<file path="config.mk">
export PLATFORM = sky130hd
export DESIGN_NAME = video_dram_timing_sequencer
export DESIGN_NICKNAME = d
export VERILOG_FILES = /design/src/rtl/video_dram_timing_sequencer.sv
export SDC_FILE = /design/constraint.sdc
export NUM_CORES = 1
export LEC_CHECK = 0
export BUFFER_PORTS_ARGS = -buffer_cell sky130_fd_sc_hd__buf_2
export CELL_PAD_IN_SITES_DETAIL_PLACEMENT = 0
export CELL_PAD_IN_SITES_GLOBAL_PLACEMENT = 1
export CORE_AREA = 4 4 72 74
export CTS_CLUSTER_DIAMETER = 100
export DETAILED_ROUTE_END_ITERATION = 8
export DIE_AREA = 0 0 76 78
export GPL_TIMING_DRIVEN = 1
export PLACE_DENSITY_LB_ADDON = 0.3
export RECOVER_POWER = 50
export SLEW_MARGIN = 25
export SYNTH_ARGS = -nofsm -noshare
export SYNTH_HDL_FRONTEND = slang
export SYNTH_SLANG_ARGS = --single-unit
</file>
<file path="constraint.sdc">
create_clock -name CLK -period 1.9 [get_ports CLK]
set_input_delay 0.095 -clock CLK [delete_from_list [all_inputs] [get_ports CLK]]
set_output_delay 0.095 -clock CLK [all_outputs]
set_load 0.05 [all_outputs]
</file>
<file path="src/rtl/video_dram_timing_sequencer.sv">
// Video DRAM timing sequencer: arbitrates video fetch, CPU access and refresh,
// and sequences RAS/CAS/WE/MUX strobes. All outputs are registered.
// Grant at edge T gives RAS in T+1. The CPU is held off through WAIT_AL until
// its access has completed. A granted cycle always runs to completion.
module video_dram_timing_sequencer #(
  parameter int CAS_CYCLES       = 2,
  parameter int PRE_CYCLES       = 2,
  parameter int RFSH_RAS_CYCLES  = 4,
  parameter int REFRESH_INTERVAL = 64,
  parameter int ROW_BITS         = 7
) (
  input  logic                CLK,
  input  logic                RESET,
  input  logic                VREQ,
  input  logic                CPU_REQ,
  input  logic                CPU_WR,
  output logic                RAS,
  output logic                CAS,
  output logic                WE,
  output logic                MUX,
  output logic                REFRESH,
  output logic [ROW_BITS-1:0] RFSH_ADDR,
  output logic                DLATCH,
  output logic                VACK,
  output logic                WAIT_AL,
  output logic [1:0]          OWNER
);

  localparam int MAX_AB = (CAS_CYCLES > PRE_CYCLES) ? CAS_CYCLES : PRE_CYCLES;
  localparam int MAXC   = (MAX_AB > RFSH_RAS_CYCLES) ? MAX_AB : RFSH_RAS_CYCLES;
  localparam int CW     = $clog2(MAXC + 1);
  localparam int TW     = $clog2(REFRESH_INTERVAL);

  localparam logic [1:0] OWN_NONE = 2'b00;
  localparam logic [1:0] OWN_VID  = 2'b01;
  localparam logic [1:0] OWN_CPU  = 2'b10;
  localparam logic [1:0] OWN_REF  = 2'b11;

  typedef enum logic [2:0] {IDLE, ROW, COL, CASP, PRE, RFSH} state_t;

  state_t          state;
  logic [CW-1:0]   cnt;        // cycles remaining in the current multi-cycle state
  logic [TW-1:0]   timer;
  logic [1:0]      pend;       // outstanding refreshes, saturates at 2
  logic            cpu_done;   // current CPU request already served
  logic            is_wr;      // CPU_WR captured at grant

  logic            arb_point;
  logic            expire;
  logic            cpu_end;
  logic            cpu_done_nxt;
  logic            grant_ref;
  logic [1:0]      arb;

  // Arbitration decision and handshake next-state, evaluated every cycle.
  always_comb begin
    arb_point = (state == IDLE) || (state == PRE && cnt == '0);
    expire    = (timer == '0);
    cpu_end   = (state == CASP) && (cnt == '0) && (OWNER == OWN_CPU);
    if (pend == 2'd2)                  arb = OWN_REF;
    else if (VREQ)                     arb = OWN_VID;
    else if (pend == 2'd1)             arb = OWN_REF;
    else if (CPU_REQ && !cpu_done)     arb = OWN_CPU;
    else                               arb = OWN_NONE;
    grant_ref    = arb_point && (arb == OWN_REF);
    // Dropping CPU_REQ re-arms the CPU; completion latches until then.
    cpu_done_nxt = CPU_REQ && (cpu_done || cpu_end);
  end

  // Sequencer FSM, refresh timer and all registered outputs.
  always_ff @(posedge CLK) begin
    if (RESET) begin
      state     <= IDLE;
      cnt       <= '0;
      timer     <= TW'(REFRESH_INTERVAL - 1);
      pend      <= 2'd0;
      cpu_done  <= 1'b0;
      is_wr     <= 1'b0;
      RAS       <= 1'b0;
      CAS       <= 1'b0;
      WE        <= 1'b0;
      MUX       <= 1'b0;
      REFRESH   <= 1'b0;
      DLATCH    <= 1'b0;
      VACK      <= 1'b0;
      WAIT_AL   <= 1'b1;
      RFSH_ADDR <= '0;
      OWNER     <= OWN_NONE;
    end else begin
      timer <= expire ? TW'(REFRESH_INTERVAL - 1) : timer - 1'b1;
      // Expiry and refresh grant together cancel out.
      if (expire && !grant_ref && pend != 2'd2) pend <= pend + 2'd1;
      else if (!expire && grant_ref)            pend <= pend - 2'd1;

      cpu_done <= cpu_done_nxt;
      WAIT_AL  <= !(CPU_REQ && !cpu_done_nxt);
      DLATCH   <= 1'b0;
      VACK     <= 1'b0;

      if (arb_point) begin
        if (state == PRE && OWNER == OWN_REF) RFSH_ADDR <= RFSH_ADDR + 1'b1;
        OWNER   <= arb;
        REFRESH <= (arb == OWN_REF);
        CAS     <= 1'b0;
        WE      <= 1'b0;
        MUX     <= 1'b0;
        is_wr   <= (arb == OWN_CPU) && CPU_WR;
        case (arb)
          OWN_REF: begin
            state <= RFSH;
            cnt   <= CW'(RFSH_RAS_CYCLES - 1);
            RAS   <= 1'b1;
          end
          OWN_VID, OWN_CPU: begin
            state <= ROW;
            RAS   <= 1'b1;
          end
          default: begin
            state <= IDLE;
            RAS   <= 1'b0;
          end
        endcase
      end else begin
        case (state)
          ROW: begin
            state <= COL;
            MUX   <= 1'b1;
            WE    <= is_wr;
          end
          COL: begin
            state <= CASP;
            cnt   <= CW'(CAS_CYCLES - 1);
            CAS   <= 1'b1;
            if (CAS_CYCLES == 1) begin
              DLATCH <= !is_wr;
              VACK   <= (OWNER == OWN_VID);
            end
          end
          CASP: begin
            if (cnt == '0) begin
              state <= PRE;
              cnt   <= CW'(PRE_CYCLES - 1);
              RAS   <= 1'b0;
              CAS   <= 1'b0;
              WE    <= 1'b0;
              MUX   <= 1'b0;
            end else begin
              cnt <= cnt - 1'b1;
              if (cnt == CW'(1)) begin
                DLATCH <= !is_wr;
                VACK   <= (OWNER == OWN_VID);
              end
            end
          end
          RFSH: begin
            if (cnt == '0) begin
              state <= PRE;
              cnt   <= CW'(PRE_CYCLES - 1);
              RAS   <= 1'b0;
            end else begin
              cnt <= cnt - 1'b1;
            end
          end
          PRE:     cnt   <= cnt - 1'b1;
          default: state <= IDLE;
        endcase
      end
    end
  end

endmodule

</file>
==> out/results.ini, run 1 <==
[status]
status = finished, final reports clean

[logic_synthesis]
synth_top_family_by_area = simple AND/OR/NAND/NOR gates
synthSimpleGateAreaFrac_pct = 26.9
ys_seq_elements = 33
post_synth.cell_area_avg_um2 = 8.58
muxShareOfSynthArea_pct = 2.53
netlist_area_um2 = 1730
synthCells = 202
synthFlopType = dfxtp_1
synthXorXnorAreaFrac_pct = 4.55
yosys.area.top_type = dfxtp_1
ys_seq_area_share_pct = 38.1
synth_cell_types = 47
netlist.area_leader.share_pct = 38.1
synth_edf_count = 0
synthAdderAreaFrac_pct = 6.50
yosys-top-cells-area = dfxtp_1, ha_1, nor2_1
yosysMostFrequentCell = dfxtp_1
synth-compound-area-share_pct = 15.6
syn_nets = 216
ys_async_sr_fraction_pct = 0
synth_warnings = 0
synth_common_cells = dfxtp_1, nor2_1, nand2_1

[floorplanning]
die_h_um = 78
die-area_um2 = 5930
start_util_pct = 37.7
fp.coreArea_um2 = 4600
num_rows = 25
boundaryPins = 22
fp.dieW_um = 76

[worst_hold_path]
hold_class = in2reg
whs_endpoint = is_wr$_SDFFE_PP0P_
min_from = CPU_WR
hold_depth = 3

[power_and_ir_drop]
switching_share_pct = 39.2
p_sw_w = 0.00122
powerDensity_nw_per_um2 = 1440
clock_power_share_pct = 21.9
comb_power_share_pct = 48.5
vdd_drop_max_v = 0.000536
pwr-share-seq_pct = 29.6
power_leakage_nw = 0.859
cellInternalPower_w = 0.00189

[run]
maxCapViolations = 0

[route]
vias = 1501
routed_wl_um = 3970
drt-initial-drc-count = 47
dr.pass1.iters = 4
avgRoutedWirePerCell_um = 13.4
route.detailed.drc = 0
viasPerCell = 5.05
ant_nets = 0

[sta]
period_share_pct = 96.0
fin_crit_ps = 1820
fin_skew_ps = 4.65
max_freq_mhz = 549
worst_pin_slew_ps = 617
slew_viol_final = 0
finalSetupTns_ps = 0
hold_viol = 0
relSlewSlack_pct = 59.1
fin_hold_ws_ps = 70.2
setup_viol = 0
worst_slack_ps = 76.9

[place]
dpl.hpwl_um = 2800
gp_congestion = 0.740
io_buffers = 21
post-place-ws_ps = 6.23
placed_area_um2 = 1990

[critical_path]
arrival_ps = 1990
rr_worst_depth = 7
reg2reg_slack_ps = 80
critical_path_class = reg2reg
end_kind = flop
r2r-start = cnt[0]$_SDFFE_PP0P_
required_ps = 2070
startpoint_type = flop
r2r_end = pend[0]$_SDFFE_PP0P_
critical_path.max_fanout = 4

[cts]
root_buffer = clkbuf_8
cts_buffers = 5
path_clk_slew_ps = 70
holdBufCountCts = 0
clock_latency_ps = 280
cts.path.max_buffers = 2
htreeDepth = 2
cts_sinks = 33
cts_tree = done

[grt]
grt_overflow = 0
grtUsageTotal_pct = 14.4
grt_pass1_vias = 1565
antenna_found_initial = 0
grt_max_degree = 29
grt_pass1_wl_um = 7040

[cells_and_area]
layout-drive-gt1-share_pct = 21.4
area_growth_pct = 24.8
multiInputGateArea_um2 = 1010
postLayoutCoreUtil_pct = 47.0
nets = 256
fillers = 484
diodes = 0
finalInstanceArea_um2 = 2160
seq_area_um2 = 664

## metal layers
metal  track usage [%]  part of all wire [%]  up-vias
li1                  -                     -      786
met1              17.4                    49      691
met2              23.9                    47       18
met3              4.18                   3.1        6
met4              5.52                   1.4        0
met5                 0                     0        -
## state kept, by name, indices dropped and copies added, names as in the netlist
register	flops
CAS	1
MUX	1
DLATCH	1
RFSH_ADDR	7
cnt	3
is_wr	1
timer	6
WAIT_AL	1
cpu_done	1
VACK	1
pend	2
state	3
REFRESH	1
RAS	1
OWNER	2
WE	1
## how the worst max path moves through the flow
stage / start / end / slack (ps) / depth (start not counted)
floorplan: cnt[0]$_SDFFE_PP0P_ / pend[0]$_SDFFE_PP0P_ / 10 / 7
global placement: cnt[0]$_SDFFE_PP0P_ / pend[0]$_SDFFE_PP0P_ / 50 / 7
detailed placement: cnt[0]$_SDFFE_PP0P_ / pend[0]$_SDFFE_PP0P_ / 6 / 7
CTS: cnt[1]$_SDFFE_PP0P_ / RFSH_ADDR[5]$_SDFFE_PP0P_ / 8 / 8
global route: cnt[1]$_SDFFE_PP0P_ / pend[0]$_SDFFE_PP0P_ / -2 / 7
finish: cnt[0]$_SDFFE_PP0P_ / pend[0]$_SDFFE_PP0P_ / 80 / 7
## logic make-up after synthesis
family                   after synthesis
AND/OR/NAND/NOR                       83
AO/OA/AOI/OAI                         41
flip-flops                            33
buffers and inverters                 23
XOR/XNOR                               9
adder cells (fa/ha/maj)                9
multiplexers                           4
## cell usage in the layout, fill, tap and decap left out, types with 3 or more instances in the layout
cell type	count
inv_1	10
nor3b_1	3
nand3_1	4
and2_1	3
xor2_1	6
buf_2	4
nand2_1	17
ha_1	7
dfxtp_2	3
dfxtp_1	30
nor2_1	21
buf_4	22
clkbuf_1	18
nor3_1	7
o21ai_0	8
nand4_1	4
nor2b_1	4
nor4_1	3
a21oi_1	13
xnor2_1	3
or3_1	3
clkbuf_8	6
a2111oi_0	3
## area by class of cell
type	instances	share of cell area, %
multi-input combinational	146	46.7
inverter	12	2.08
clock inverter	1	1.39
clock buffer	7	3.99
sequential	33	30.7
timing repair buffer	44	12.0
tap	54	3.12
## per-stage QoR
| step | std cells | total power (W) |
|---|---|---|
| final | 297 | 0.00312 |
| after global placement | 284 | 0.00231 |
| after detailed placement | 284 | 0.00230 |
| after floorplan | 202 | 0.00187 |
| after CTS | 294 | 0.00303 |
| after global routing | 297 | 0.00334 |
## critical path, cell delays in order, from the launching register on
cell and delay, ps:
dfxtp_2 330, inv_2 50, ha_4 160, ha_4 160
or2b_2 290, o211ai_1 130, mux2i_1 240, mux2_1 330
## power groups by stage
stage / logic [W] / clock network [W] / registers, W
2_1_floorplan: 0.000771 / 0 / 0.00110
3_3_place_gp: 0.00138 / 0 / 0.000929
3_5_place_dp: 0.00137 / 0 / 0.000931
4_1_cts: 0.00141 / 0.000708 / 0.000916
5_1_grt: 0.00167 / 0.000730 / 0.000939
6_report: 0.00151 / 0.000683 / 0.000921
## timing repair
action / CTS / global route
buffers inserted: 2 / 3
gates resized for setup: 1 / 9
cloned: 0 / 0
setup endpoints to repair: 1 / 14
pin swaps: 1 / 2
Note: power is estimated with default switching activity, not from simulation.
==> run 2: changes to the inputs <==
- CORE_AREA: 4 4 72 74 -> 4 4 82 84
- DIE_AREA: 0 0 76 78 -> 0 0 86 88
==> run 2 against run 1 <==
Core utilization is 11 points lower. Critical path depth increased by 1. Clock power decreased by 23%. Final cell count up 5.7%. Total power decreased by 8.6%. Sequential share of layout area rose by 0.58 points. Hold slack gained 11 ps. Count of clock-buffer cells in the layout shrank 2. Sequential power fell by 1%. Via count shrank 1.7%.
==> out/results.ini, run 2 (synthesis results as in run 1) <==
[status]
status = finished, final reports clean

[critical_path]
end_kind = flop
arrival_ps = 2000  ; about the same
crit_start = cnt[0]$_SDFFE_PP0P_
critical_path.max_fanout = 5  ; +1
required_ps = 2100  ; +30 ps
r2r-start = cnt[0]$_SDFFE_PP0P_
reg2reg_slack_ps = 100  ; +20 ps
critPathBufInv = 2  ; +1
slowest_delay_ps = 330  ; about the same
cp-endpoint = cnt[1]$_SDFFE_PP0P_
cp_cell_sequence = inv_1, ha_2, ha_4, and2b_1, nor4b_1, buf_4, or2_2, a221oi_2
startpoint_type = flop
cpLargestDelayFamily = simple AND/OR/NAND/NOR gates
rr_worst_depth = 8  ; +1
critical_path_class = reg2reg
cp_slowest_cell = dfxtp_2
r2r_end = cnt[1]$_SDFFE_PP0P_
cp.depth = 8  ; +1

[power_and_ir_drop]
p_sw_w = 0.00120  ; -1.3%
powerDensity_nw_per_um2 = 1340  ; -6.7%
clock_power_share_pct = 18.5  ; -3.4 points
switching_share_pct = 42.3  ; +3.1 points
total_power_w = 0.00285  ; -8.6%
vdd_drop_max_v = 0.000522  ; -2.6%
pwr-share-seq_pct = 32.0  ; +2.4 points
comb_power_share_pct = 49.4  ; +0.9 points
cellInternalPower_w = 0.00164  ; -13%
power_leakage_nw = 0.822  ; -4.3%

[cells_and_area]
mostFrequentLayoutCell = dfxtp_1
postLayoutCoreUtil_pct = 35.8  ; -11 points
finalInstanceArea_um2 = 2120  ; -2.0%
nets = 252  ; -1.6%
fillers = 629  ; +30%
diodes = 0  ; unchanged
largest_registers = RFSH_ADDR (7), timer (6)
final_cell_mix = dfxtp_1, nor2_1, buf_4
area_growth_pct = 22.3
top_register = RFSH_ADDR
largest_register_ffs = 7  ; unchanged
layout-drive-gt1-share_pct = 20.1  ; -1.3 points

[place]
post-place-ws_ps = -1.61  ; -7.84 ps
placed_area_um2 = 2020  ; +1.3%
gp_congestion = 0.727  ; -1.7%
dpl.hpwl_um = 2910  ; +4.0%
io_buffers = 21  ; unchanged

[worst_hold_path]
min_from = CPU_REQ
hold_class = in2reg
hold_depth = 2  ; -1

[route]
drt-initial-drc-count = 63  ; +34%
ant_nets = 0  ; unchanged
dr.pass1.iters = 4  ; unchanged
route.detailed.drc = 0  ; unchanged
avgRoutedWirePerCell_um = 12.8  ; -4.2%
vias = 1475  ; -1.7%
viasPerCell = 4.70  ; -7.1%
routed_wl_um = 4030  ; +1.3%

[grt]
grtUsageTotal_pct = 11.1  ; -3.3 points
grt_overflow = 0  ; unchanged
grt_pass1_wl_um = 6790  ; -3.6%
antenna_found_initial = 0  ; unchanged
grt_max_degree = 29  ; unchanged
grt_pass1_vias = 1475  ; -5.8%

[cts]
clock_latency_ps = 280  ; about the same
path_clk_slew_ps = 80  ; about the same
cts.path.max_buffers = 2  ; unchanged
cts_tree = done
cts_buffers = 5  ; unchanged
cts_sinks = 33  ; unchanged
root_buffer = clkbuf_8
htreeDepth = 2  ; unchanged

[sta]
setup_viol = 0  ; unchanged
max_freq_mhz = 555  ; +1.1%
slew_viol_final = 0  ; unchanged
period_share_pct = 94.9  ; -1.0 points
finalSetupTns_ps = 0  ; unchanged
relSlewSlack_pct = 59.9  ; +0.79 points
worst_pin_slew_ps = 605  ; -12.0 ps
fin_skew_ps = 6.53  ; +1.88 ps
fin_crit_ps = 1800  ; -19.9 ps
worst_slack_ps = 96.8  ; +19.9 ps
hold_viol = 0  ; unchanged

[floorplanning]
start_util_pct = 29.3  ; -8.4 points
die-area_um2 = 7570  ; +28%
fp.dieW_um = 86  ; +13%
boundaryPins = 22  ; unchanged
fp.coreArea_um2 = 5920  ; +29%
die_h_um = 88  ; +13%
num_rows = 28  ; +12%

[run]
maxCapViolations = 0  ; unchanged

run 2: per-layer routing:
layer | share of wire [%] | global-route usage, %
met2 | 47 | 18.9
met4 | 0.87 | 3.45
met1 | 48 | 13.5
met3 | 3.8 | 3.39
met5 | 0 | 0
run 2: area by class of cell:
class / instances / area [um2] / share of cell area [%]
multi-input cells: 146 / 1000 / 47.4
repair buffers: 40 / 226 / 10.7
clock inverters: 3 / 17.5 / 0.826
flip-flops and latches: 33 / 663 / 31.3
clock buffers: 5 / 68.8 / 3.25
well taps: 75 / 93.8 / 4.43
inverters: 12 / 45.0 / 2.13
run 2: worst min-delay path by stage:
stage                     endpoint  slack, ps
6_report       cpu_done$_SDFF_PP0_         80
5_1_grt        cpu_done$_SDFF_PP0_         80
4_1_cts        cpu_done$_SDFF_PP0_         70
3_5_place_dp   cpu_done$_SDFF_PP0_        380
3_3_place_gp   cpu_done$_SDFF_PP0_        380
2_1_floorplan   is_wr$_SDFFE_PP0P_        250
run 2: what timing repair did:
item                       in CTS  in global routing
resized for setup               1                  7
setup buffers                   0                  1
gates cloned                    0                  0
pin swaps                       0                  2
hold buffers                    0                  0
setup endpoints to repair       1                  5
run 2: worst register-to-register path: cells and delay by family (launching register included):
kind                       cells  cell delay, ps
AOI/OAI and AO/OA              1             250
adders and majority gates      2             380
buffers and inverters          2             200
DFF                            1             330
and+or+nand+nor                3             580
run 2: metrics by stage:
step / std cells / hold WS (ps)
6_report: 314 / 81.1
3_5_place_dp: 305 / 382
3_3_place_gp: 305 / 377
2_1_floorplan: 202 / 249
5_1_grt: 314 / 75.9
4_1_cts: 313 / 71.8
run 2: power by group through the flow:
| stage | Clock, W | Sequential (W) | Combinational, W |
|---|---|---|---|
| 6_report | 0.000528 | 0.000912 | 0.00141 |
| 5_1_grt | 0.000577 | 0.000931 | 0.00154 |
| 4_1_cts | 0.000553 | 0.000909 | 0.00141 |
| 3_5_place_dp | 0 | 0.000925 | 0.00138 |
| 3_3_place_gp | 0 | 0.000926 | 0.00138 |
| 2_1_floorplan | 0 | 0.00110 | 0.000771 |
